--- src/rtl/ctu_clsp_dram_ckseq.sv ---
// DRAM-domain clock-enable sequencer: staggered turn-on aligned to the sync edge,
// reverse-order turn-off, with a programmable gap between steps to bound di/dt.
module ctu_clsp_dram_ckseq (
    input  logic       dram_gclk,
    input  logic       dram_arst,
    input  logic       start_pls,
    input  logic       stop_pls,
    input  logic       sync_edge,
    input  logic [5:0] cken_mask,
    input  logic [3:0] gap_cyc,
    input  logic       force_cken,
    output logic [5:0] cken_dg,
    output logic       seq_busy,
    output logic       seq_done
);

    typedef enum logic [2:0] {IDLE, ARM, ON_GAP, RUN, OFF_ARM, OFF_GAP} state_e;

    state_e     state_q;
    logic [3:0] cnt_q;
    logic [3:0] gap_q;
    logic [5:0] mask_q;
    logic [5:0] cken_q;
    logic       force_q;
    logic       done_q;

    logic [5:0] rem;
    logic [5:0] on_bit;
    logic [5:0] on_nxt;
    logic [5:0] off_nxt;
    logic       on_last;
    logic       off_last;

    // Bits turn on lowest-first, so the next one is the lowest enabled bit not yet set;
    // turn-off always removes the highest set bit.
    always_comb begin
        rem      = mask_q & ~cken_q;
        on_bit   = rem & (~rem + 6'd1);
        on_nxt   = cken_q | on_bit;
        on_last  = (rem & ~on_bit) == 6'd0;
        off_nxt  = cken_q;
        for (int i = 0; i < 6; i++)
            if (cken_q[i]) off_nxt = cken_q & ~(6'd1 << i);
        off_last = off_nxt == 6'd0;
    end

    always_ff @(posedge dram_gclk or posedge dram_arst) begin
        if (dram_arst) begin
            state_q <= IDLE;
            cnt_q   <= 4'd0;
            gap_q   <= 4'd0;
            mask_q  <= 6'd0;
            cken_q  <= 6'd0;
            force_q <= 1'b0;
            done_q  <= 1'b0;
        end else begin
            force_q <= force_cken;
            done_q  <= 1'b0;
            case (state_q)
                IDLE: if (start_pls) begin
                    mask_q  <= cken_mask;
                    gap_q   <= gap_cyc;
                    state_q <= ARM;
                end
                ARM, ON_GAP: begin
                    if (stop_pls) begin
                        state_q <= (state_q == ARM) ? IDLE : OFF_ARM;
                    end else if (state_q == ON_GAP && cnt_q != 4'd0) begin
                        cnt_q <= cnt_q - 4'd1;
                    end else if (state_q == ON_GAP || sync_edge) begin
                        cken_q <= on_nxt;
                        cnt_q  <= gap_q;
                        if (on_last) begin
                            state_q <= RUN;
                            done_q  <= 1'b1;
                        end else begin
                            state_q <= ON_GAP;
                        end
                    end
                end
                RUN: if (stop_pls) state_q <= OFF_ARM;
                OFF_ARM, OFF_GAP: begin
                    if (state_q == OFF_GAP && cnt_q != 4'd0) begin
                        cnt_q <= cnt_q - 4'd1;
                    end else if (state_q == OFF_GAP || sync_edge) begin
                        cken_q <= off_nxt;
                        cnt_q  <= gap_q;
                        if (off_last) begin
                            state_q <= IDLE;
                            done_q  <= 1'b1;
                        end else begin
                            state_q <= OFF_GAP;
                        end
                    end
                end
                default: state_q <= IDLE;
            endcase
        end
    end

    assign cken_dg  = cken_q | {6{force_q}};
    assign seq_busy = (state_q == ARM) || (state_q == ON_GAP) ||
                      (state_q == OFF_ARM) || (state_q == OFF_GAP);
    assign seq_done = done_q;

endmodule

--- config.mk ---
export PLATFORM = sky130hd
export DESIGN_NAME = ctu_clsp_dram_ckseq
export DESIGN_NICKNAME = d
export VERILOG_FILES = /design/src/rtl/ctu_clsp_dram_ckseq.sv
export SDC_FILE = /design/constraint.sdc
export NUM_CORES = 1
export LEC_CHECK = 0
export ABC_AREA = 1
export CORE_MARGIN = 2
export CORE_UTILIZATION = 55
export CTS_CLUSTER_SIZE = 24
export DETAILED_ROUTE_END_ITERATION = 8
export PLACE_DENSITY = 0.87
export SETUP_SLACK_MARGIN = 0.2
export SKIP_LAST_GASP = 1
export SLEW_MARGIN = 5
export SYNTH_ARGS = -nofsm -noshare
export SYNTH_HDL_FRONTEND = slang
export SYNTH_SLANG_ARGS = --single-unit
--- constraint.sdc ---
create_clock -name dram_gclk -period 3.6 [get_ports dram_gclk]
set_input_delay 0.72 -clock dram_gclk [delete_from_list [all_inputs] [get_ports dram_gclk]]
set_output_delay 0.72 -clock dram_gclk [all_outputs]
set_load 0.01 [all_outputs]
==> results.md <==
- Worst Path Required: 2880 ps
- Layout cell share with drive strength beyond 1: 14.9%
- Clk pin slew, worst setup/hold paths: 130 ps
- IO buf count: 23
- HPWL Detailed: 2610 um
- Setup bufs post-CTS: 0
- Area of the die: 3310 um2
- Num CTS Buffers: 3
- PostCTS Resize Cnt: 0
- DRC: 0
- Routed wl met2: 1630 um
- Area post-placement: 1820 um2
- Min Tclk post-route: 2520 ps
- Yosys cell types: 32
- Max Buffers Root-to-Sink: 2
- Via density: 5.31
- Metal-1 WL: 1520 um
- Std cell rows: 19
- Top FF cell, synth: dfrtp_1
- Skew-Pair Late Insertion Delay: 320 ps
- RSZ-0062 raised after global routing: no
- Crit end category: primary output
- Fmax: 0.396 GHz
- H-tree Lvls: 1
- Hold crit path type: reg -> reg
- Final nets: 259
- Crit path kind: reg -> out
- Most Frequent Cell on Critical Path: inv_2
- Worst path slowest cell: clkdlybuf4s50_1
- Final hold viol count: 0
- Area grow syn2layout: 17.3%
- Slew @ Worst Pin: 937 ps
- Initial antenna violation count: 0
- Clk sink count: 25
- DR WL met3: 196 um
- Cts hold-fix bufs: 0
- Ys async rst share: 100%
- Mean post-synth cell area: 7.26 um2
- Post-Syn Nets: 234
- Die X: 57.5 um
- Core region area: 2730 um2
- Hold Slack: 514 ps
- Critical Path Max Stage Delay: 530 ps
- First-pass GRT wire length: 6120 um
- Status: finished clean
- R2R Path Start: cnt_q[0]
- Top-count cell post-synth: nand2_1
- # IOs: 24
- Via count: 1445
- Post-synth top area share: 39.7%
- Crit path launch type: register
- Post-route cell area: 1850 um2
- P_leak: 0.932 nW
- Leading area contributor after synthesis: dfrtp_1
- Tcrit/Tclk final: 70.1%
- Largest net degree at the start of global routing: 26
- Wire per inst: 12.5 um
- Final setup fails: 0
- CP Buf/Inv Count: 3
- Vias in the first global route: 1429
- WP data arrival: 1800 ps
- VDD IR max: 0.000665 V
- Die Y: 57.5 um
- WL final: 3400 um
- Gr usage total: 24.0%
- DRT iter0 DRCs: 59
- Skew final: 2.67 ps
- Worst path cell trace: inv_2 -> nor2_4 -> inv_2 -> nand3_1 -> clkdlybuf4s50_1
- Synth warn: 0
- Gpl congestion: 0.875
- Synth cell count leaders: 54 x nand2_1, 26 x inv_1, 25 x dfrtp_1
- Max cap viols: 0
- N_diodes: 0
- Setup_tns: 0 ps
- Overflow after GRT: 0
- CTS Root Cell: clkbuf_4
- CTS tree: yes
- Tot Pwr: 1.62 mW
- Crit-path max FO: 12
- Hold_sp: cnt_q[1]
- Final Slew Violations: 0
- Starting density of the core: 57.6%
- First element of the critical path: state_q[2]
- Top layer reached by signal wires: met4
- Post-synthesis register bit count: 25
- Final WS setup: 1080 ps
- Worst-case headroom to the max-slew limit: 37.5%
- Register area share after synthesis: 39.7%
- Post-Syn Instances: 217
- PwrDens: 878 nW/um2
- Antenna viol nets, final: 0
- Mapped Area: 1580 um2
- Minimum setup slack after placement: 1450 ps
- Detailed Routing Iterations Pass 1: 4
- Number of synthesized flops with an enable pin: 0
- Crit path max-delay family: buffers and inverters
- Synth area leaders: dfrtp_1 40%, nand2_1 13%, inv_1 6.2%, nor2_1 5.0%, a21oi_1 3.5%
cells in the final DEF (no fill, tap or decap), drive strengths merged:
cell           count
a211oi             1
a21o               1
a21oi             13
a31oi              1
clkbuf             3
clkdlybuf4s50     23
clkinv             2
dfrtp             25
ha                 1
inv               35
mux2               3
nand2             62
nand3             12
nand4              4
nor2              25
nor3               1
o211ai             4
o21a               2
o21ai             19
or2                3
xor2               1
state kept, by name (all words and copies together) (netlist names):
register / cells
cken_q: 6
mask_q: 6
cnt_q: 4
gap_q: 4
state_q: 3
force_q: 1
seq_done: 1
path summary, 6_finish.rpt:
kind                       slack, ps    endpoint  cells after the start
min                              510    cnt_q[1]                      2
max reg2reg                     1950   cken_q[2]                      9
min reg2reg                      510    cnt_q[1]                      2
min in group asynchronous        900   cken_q[3]                      2
max                             1080    seq_busy                      5
max in group asynchronous       2140  state_q[1]                      2
metrics by stage:
step / cells / utilization (%)
floorplan: 217 / -
global placement: 268 / 66.6
detailed placement: 268 / 66.6
CTS: 272 / 67.6
global route: 272 / 67.6
finish: 272 / 67.6
area by class of cell:
cell class / count / area (um2)
clock buffer: 3 / 22.5
clock inverter: 1 / 5.00
fill: 235 / 886
inverter: 36 / 135
multi-input combinational: 153 / 791
sequential: 25 / 626
tap: 31 / 38.8
timing repair buffer: 23 / 230
worst reg2reg max path, stage by stage, from the launching register on:
cell and delay [ps]:
dfrtp_1 390, inv_1 80, ha_1 230, nand2_2 160
nand3_1 200, nand2_2 150, nor2_2 40, nand2_2 100
nor2_1 50, o21a_1 160
report_power, final:
group	total (mW)	internal, mW	switching [mW]
Sequential	0.516	0.408	0.108
Clock	0.127	0.0417	0.0854
Combinational	0.979	0.371	0.608
Total	1.62	0.821	0.802
logic make-up (layout without fill, tap and decap cells):
| family | Yosys count | in the layout | synth area share, % |
|---|---|---|---|
| DFF | 25 | 25 | 39.7 |
| and+or+nand+nor | 107 | 107 | 31.1 |
| muxes | 3 | 3 | 2.14 |
| adders and majority gates | 1 | 1 | 0.794 |
| xor gates and xnor gates | 1 | 1 | 0.556 |
| AOI/OAI and AO/OA | 41 | 41 | 15.6 |
| buffers and inverters | 39 | 63 | 10.1 |
routing by layer:
layer  track usage [%]  vias up
met1              31.5      654
met4              11.0        0
li1                  -      737
met3              4.99        8
met2              38.0       46
met5                 0        -
Note: power is estimated with default switching activity, not from simulation.
==> variant 1: new RTL, same settings <==
Add an input register stage for `start_pls`, `stop_pls`, `sync_edge`, `cken_mask`, `gap_cyc` and `force_cken`, without a reset; this delays them by one clock.
--- a/src/rtl/ctu_clsp_dram_ckseq.sv
+++ b/src/rtl/ctu_clsp_dram_ckseq.sv
@@ -16,4 +16,20 @@
 
     typedef enum logic [2:0] {IDLE, ARM, ON_GAP, RUN, OFF_ARM, OFF_GAP} state_e;
+
+    logic start_pls_q;
+    logic stop_pls_q;
+    logic sync_edge_q;
+    logic [5:0] cken_mask_q;
+    logic [3:0] gap_cyc_q;
+    logic force_cken_q;
+
+    always_ff @(posedge dram_gclk) begin
+        start_pls_q  <= start_pls;
+        stop_pls_q   <= stop_pls;
+        sync_edge_q  <= sync_edge;
+        cken_mask_q  <= cken_mask;
+        gap_cyc_q    <= gap_cyc;
+        force_cken_q <= force_cken;
+    end
 
     state_e     state_q;
@@ -55,18 +71,18 @@
             done_q  <= 1'b0;
         end else begin
-            force_q <= force_cken;
+            force_q <= force_cken_q;
             done_q  <= 1'b0;
             case (state_q)
-                IDLE: if (start_pls) begin
-                    mask_q  <= cken_mask;
-                    gap_q   <= gap_cyc;
+                IDLE: if (start_pls_q) begin
+                    mask_q  <= cken_mask_q;
+                    gap_q   <= gap_cyc_q;
                     state_q <= ARM;
                 end
                 ARM, ON_GAP: begin
-                    if (stop_pls) begin
+                    if (stop_pls_q) begin
                         state_q <= (state_q == ARM) ? IDLE : OFF_ARM;
                     end else if (state_q == ON_GAP && cnt_q != 4'd0) begin
                         cnt_q <= cnt_q - 4'd1;
-                    end else if (state_q == ON_GAP || sync_edge) begin
+                    end else if (state_q == ON_GAP || sync_edge_q) begin
                         cken_q <= on_nxt;
                         cnt_q  <= gap_q;
@@ -79,9 +95,9 @@
                     end
                 end
-                RUN: if (stop_pls) state_q <= OFF_ARM;
+                RUN: if (stop_pls_q) state_q <= OFF_ARM;
                 OFF_ARM, OFF_GAP: begin
                     if (state_q == OFF_GAP && cnt_q != 4'd0) begin
                         cnt_q <= cnt_q - 4'd1;
-                    end else if (state_q == OFF_GAP || sync_edge) begin
+                    end else if (state_q == OFF_GAP || sync_edge_q) begin
                         cken_q <= off_nxt;
                         cnt_q  <= gap_q;
Formal check against the unedited RTL: not equivalent (Yosys sat finds a counterexample within 4 cycles, from zero or initial values and one cycle with dram_arst high).
==> variant 1 against the original RTL <==
- worst setup slack improved by 0.048 ns
- fmax rose by 2.0%
- largest power group unchanged
- sequential cell count rose by 14
- cell count rose by 6.6%
- critical path type unchanged
- core utilization rose by 2.3 points
- power rose by 23%
- cell area rose by 17%
- area after synthesis rose by 15%
- clock power rose by 140%
- routed wire length rose by 5.3%
- hold slack got worse by 0.17 ns
- synthesized cell count fell by 0.46%
- first-iteration DRC count rose by 120%
==> variant 1: results (changes against the original RTL) <==
Place
  – Detailed placement HPWL: 2.636 mm (+1.1%)
  – Final GP Congestion: 0.9026 (+3.1%)
  – Total placed cells including tap cells: 282 (+5.2%)
  – Post-Place Setup Slack: 1.541 ns (+0.08751 ns)

Synth
  – Portion of the post-synthesis area used by sequential elements: 50.07% (+10 points)
  – Fraction of synthesized cell area in xor and xnor cells: 0.4841% (-0.072 points)
  – Number of library cell types mapped by synthesis: 30 (-6.3%)
  – Cells after synthesis: 216 (-0.46%)
  – Net count after synthesis: 233 (-0.43%)
  – Top cells by area in the synthesized netlist: dfrtp_1, dfxtp_1, nand2_1, a21oi_1, inv_1
  – Post-synthesis compound-gate area fraction: 11.13% (-4.4 points)
  – Most instantiated cells after synthesis: nand2_1, dfrtp_1, inv_1, nor2_1, a21oi_1
  – Multiplexer share of the synthesized area: 4.357% (+2.2 points)

Clock tree
  – Number of buffers created by CTS: 5 (+2)
  – H-Tree Level Count: 2 (+1)
  – Clock latency of the later-clocked register in the worst-skew pair: 0.36 ns (+0.04 ns)

Run status
  – Status: completed

Layout
  – Filler Cells Inserted: 259 (+10%)
  – Share of cells above drive strength 1: 15.04% (+0.10 points)
  – Largest registers in the final layout: cken_mask_q: 6 flops, cken_q: 6 flops, mask_q: 6 flops

Global route
  – Global router's overall resource usage: 22.22% (-1.8 points)
  – Global-route wire length before repair: 5.947 mm (-2.8%)
  – Via count of the first global-routing pass: 1371 (-4.1%)

Routing
  – Post-detailed-route wirelength per cell: 12.35 µm (-1.2%)
  – Routed vias/inst: 5.176 (-2.6%)

Timing
  – Tightest Pin Transition: 0.9389 ns (+0.001838 ns)

Power
  – Worst supply voltage drop on vdd: 0.5400 mV (-19%)

Setup path
  – Maximum net fanout on the critical path: 5 (-7)
  – Arrival time reported for the critical path endpoint: 1.76 ns (-0.04 ns)
## variant 1: cell count changes after synthesis, moves of 2 or more
cell,before,now
a21oi_1,11,16
dfxtp_1,0,14
inv_1,26,21
inv_2,9,7
mux2_2,3,7
nand2_2,7,3
nand4_1,4,1
nor2_4,2,4
o211ai_1,4,2
o21a_1,2,0
o21ai_1,9,3
or2_2,3,1
## variant 1: worst register-to-register path, cell delays in order, from the launching register on
cell and delay (ns):
dfrtp_1 0.40, inv_1 0.09, ha_1 0.19, nand2_1 0.08, nor2_1 0.20, nor2_2 0.10
nor2_1 0.21, nand2_1 0.20, a21oi_1 0.16, a21oi_1 0.05
## variant 1: metrics by stage
step	hold WS [ns]	util [%]	cell area (µm²)
2_1_floorplan	0.3163	-	1809
3_3_place_gp	0.3163	67.14	2083
3_5_place_dp	0.3420	67.14	2083
4_1_cts	0.3590	69.88	2168
5_1_grt	0.3569	69.88	2168
6_report	0.3485	69.88	2168
## variant 1: cell type report
class	instances	area [µm²]	share of cell area (%)
clock inverter	3	47.55	2.193
clock buffer	5	37.54	1.731
multi-input combinational	148	787.0	36.30
tap	44	55.05	2.539
timing repair buffer	23	230.2	10.62
sequential	39	905.9	41.78
inverter	28	105.1	4.847
## variant 1: layer usage
layer  global-route usage, %  up-vias  wire length [µm]
met5                       0        -                 0
met4                   9.119        0                59
met3                   6.933        7               208
met2                   35.71       56              1715
met1                   27.97      675              1599
li1                        -      763                 -
## variant 1: final timing paths
path / startpoint / endpoint / cells after the start / slack [ns]
hold reg to reg: force_cken_q / force_q / 0 / 0.35
hold / removal: force_cken_q / force_q / 0 / 0.35
setup reg to reg: cnt_q[0] / cken_q[4] / 9 / 1.80
setup / recovery: state_q[2] / seq_busy / 4 / 1.12
max in group asynchronous: dram_arst / seq_done / 2 / 2.15
min in group asynchronous: dram_arst / mask_q[1] / 2 / 0.86
## variant 1: cell families after synthesis
kind of cell / Yosys count
flops: 39
mux: 7
simple gates: 103
compound gates: 36
fa+ha+maj: 1
xor+xnor: 1
buf+inv: 29
## variant 1: where the power goes
| part | switching [µW] | total, µW | leakage (µW) | internal [µW] |
|---|---|---|---|---|
| combinational | 617 | 1010 | 0.000576 | 393 |
| clock | 155 | 305 | 0.0000458 | 150 |
| sequential | 105 | 683 | 0.000422 | 578 |
==> variant 2: new RTL, same flow settings <==
Without the edit above. Re-encode `state_e` (6 states) as one-hot, 6 bits wide.
--- a/src/rtl/ctu_clsp_dram_ckseq.sv
+++ b/src/rtl/ctu_clsp_dram_ckseq.sv
@@ -15,5 +15,5 @@
 );
 
-    typedef enum logic [2:0] {IDLE, ARM, ON_GAP, RUN, OFF_ARM, OFF_GAP} state_e;
+    typedef enum logic [5:0] {IDLE = 6'b000001, ARM = 6'b000010, ON_GAP = 6'b000100, RUN = 6'b001000, OFF_ARM = 6'b010000, OFF_GAP = 6'b100000} state_e;
 
     state_e     state_q;
Function: no difference found for any inputs over 4 cycles, from zero or initial values and one cycle with dram_arst high; so few cycles prove little.
==> variant 2 against the original RTL <==
- cell area increased by 16%
- area after synthesis rose by 17%
- count of clock-buffer cells in the layout up 1
- sequential cell count increased by 3
- core utilization increased by 1.2 points
- routed wire length is 15% higher
- critical path type unchanged
- worst setup slack worse by 0.13 ns
- power up 4.3%
- critical endpoint unchanged
==> variant 2: results (changes against the original RTL) <==
Run status
  – Status: completed

Global route
  – Largest net degree at the start of global routing: 29 (+12%)
  – Global router's overall resource usage: 23.01% (-0.97 points)
  – Via count of the first global-routing pass: 1515 (+6.0%)

Timing
  – Post-route clock skew: 0.001270 ns (-0.001405 ns)
  – Max-slew headroom: 33.43% (-4.0 points)

Place
  – Post-Place Setup Slack: 1.319 ns (-0.1345 ns)
  – Detailed placement HPWL: 3.121 mm (+20%)
  – Total placed cells including tap cells: 327 (+22%)
  – Placed standard-cell area: 2115 µm² (+16%)
  – Final GP Congestion: 0.9018 (+3.0%)

Synth
  – Cells after synthesis: 262 (+21%)
  – Net count after synthesis: 279 (+19%)
  – Post-synthesis compound-gate area fraction: 7.279% (-8.3 points)
  – Top cells by area in the synthesized netlist: dfrtp_1, nand2_1, inv_1, nand3_1, nor2_1
  – Number of library cell types mapped by synthesis: 28 (-13%)
  – Area share of the leading cell type in the synthesized netlist: 36.73% (-3.0 points)
  – Portion of the post-synthesis area used by sequential elements: 38.16% (-1.6 points)
  – Multiplexer share of the synthesized area: 3.061% (+0.92 points)
  – Most instantiated cells after synthesis: nand2_1, inv_1, dfrtp_1, nand3_1, nor2_1

Layout
  – Flip-flop and latch area: 701.9 µm² (+12%)
  – Share of cells above drive strength 1: 10.80% (-4.1 points)
  – Number of nets in the final layout: 305 (+18%)

Power
  – Fraction of power consumed by the clock network: 9.1% (+1.3 points)
  – Combinational power: 987 µW (+0.8%)
  – Cell-internal power: 886.2 µW (+7.9%)
  – Worst supply voltage drop on vdd: 0.4075 mV (-39%)

Routing
  – Via count of the routed design: 1722 (+19%)
  – Final wirelength: 3.895 mm (+15%)
variant 2: changes by cell type after synthesis, sizes merged, moves of 3 or more:
| cell | before | now |
|---|---|---|
| a21oi | 13 | 10 |
| nand2 | 62 | 101 |
| o211ai | 4 | 0 |
| nand3 | 12 | 26 |
| nor2 | 25 | 28 |
| o21ai | 19 | 13 |
variant 2: final cells by class:
type / instances / share of cell area (%)
Multi-Input combinational cell: 197 / 46.31
Sequential cell: 28 / 32.64
Timing Repair Buffer: 23 / 10.70
Clock buffer: 4 / 1.687
Tap cell: 44 / 2.560
Inverter: 35 / 6.108
variant 2: metal layers:
layer / up-vias / global-route usage (%) / part of all wire, %
li1: 878 / - / -
met1: 792 / 31.76 / 46
met2: 48 / 38.05 / 48
met3: 4 / 2.899 / 4.2
met4: 0 / 6.687 / 0.92
met5: - / 0 / 0
variant 2: cell families after synthesis:
logic type	Yosys count
AOI/OAI and AO/OA	25
xor gates and xnor gates	2
adders and majority gates	1
buffers and inverters	37
DFF	28
muxes	5
and+or+nand+nor	164
variant 2: final timing paths:
kind	from	endpoint	slack [ns]	cells after the start
min in group asynchronous	dram_arst	mask_q[2]	0.91	2
setup / recovery	state_q[4]	seq_busy	0.95	6
hold reg to reg	cken_q[2]	cken_q[2]	0.53	2
max in group asynchronous	dram_arst	cken_q[0]	2.09	2
hold / removal	cken_q[2]	cken_q[2]	0.53	2
setup reg to reg	state_q[0]	mask_q[3]	1.93	6
variant 2: worst register-to-register path: stages (launching register included):
cell	delay, ns
dfstp_2	0.59
inv_1	0.05
nor2_1	0.10
nand3_1	0.18
inv_1	0.12
nand2_2	0.20
mux2_2	0.34
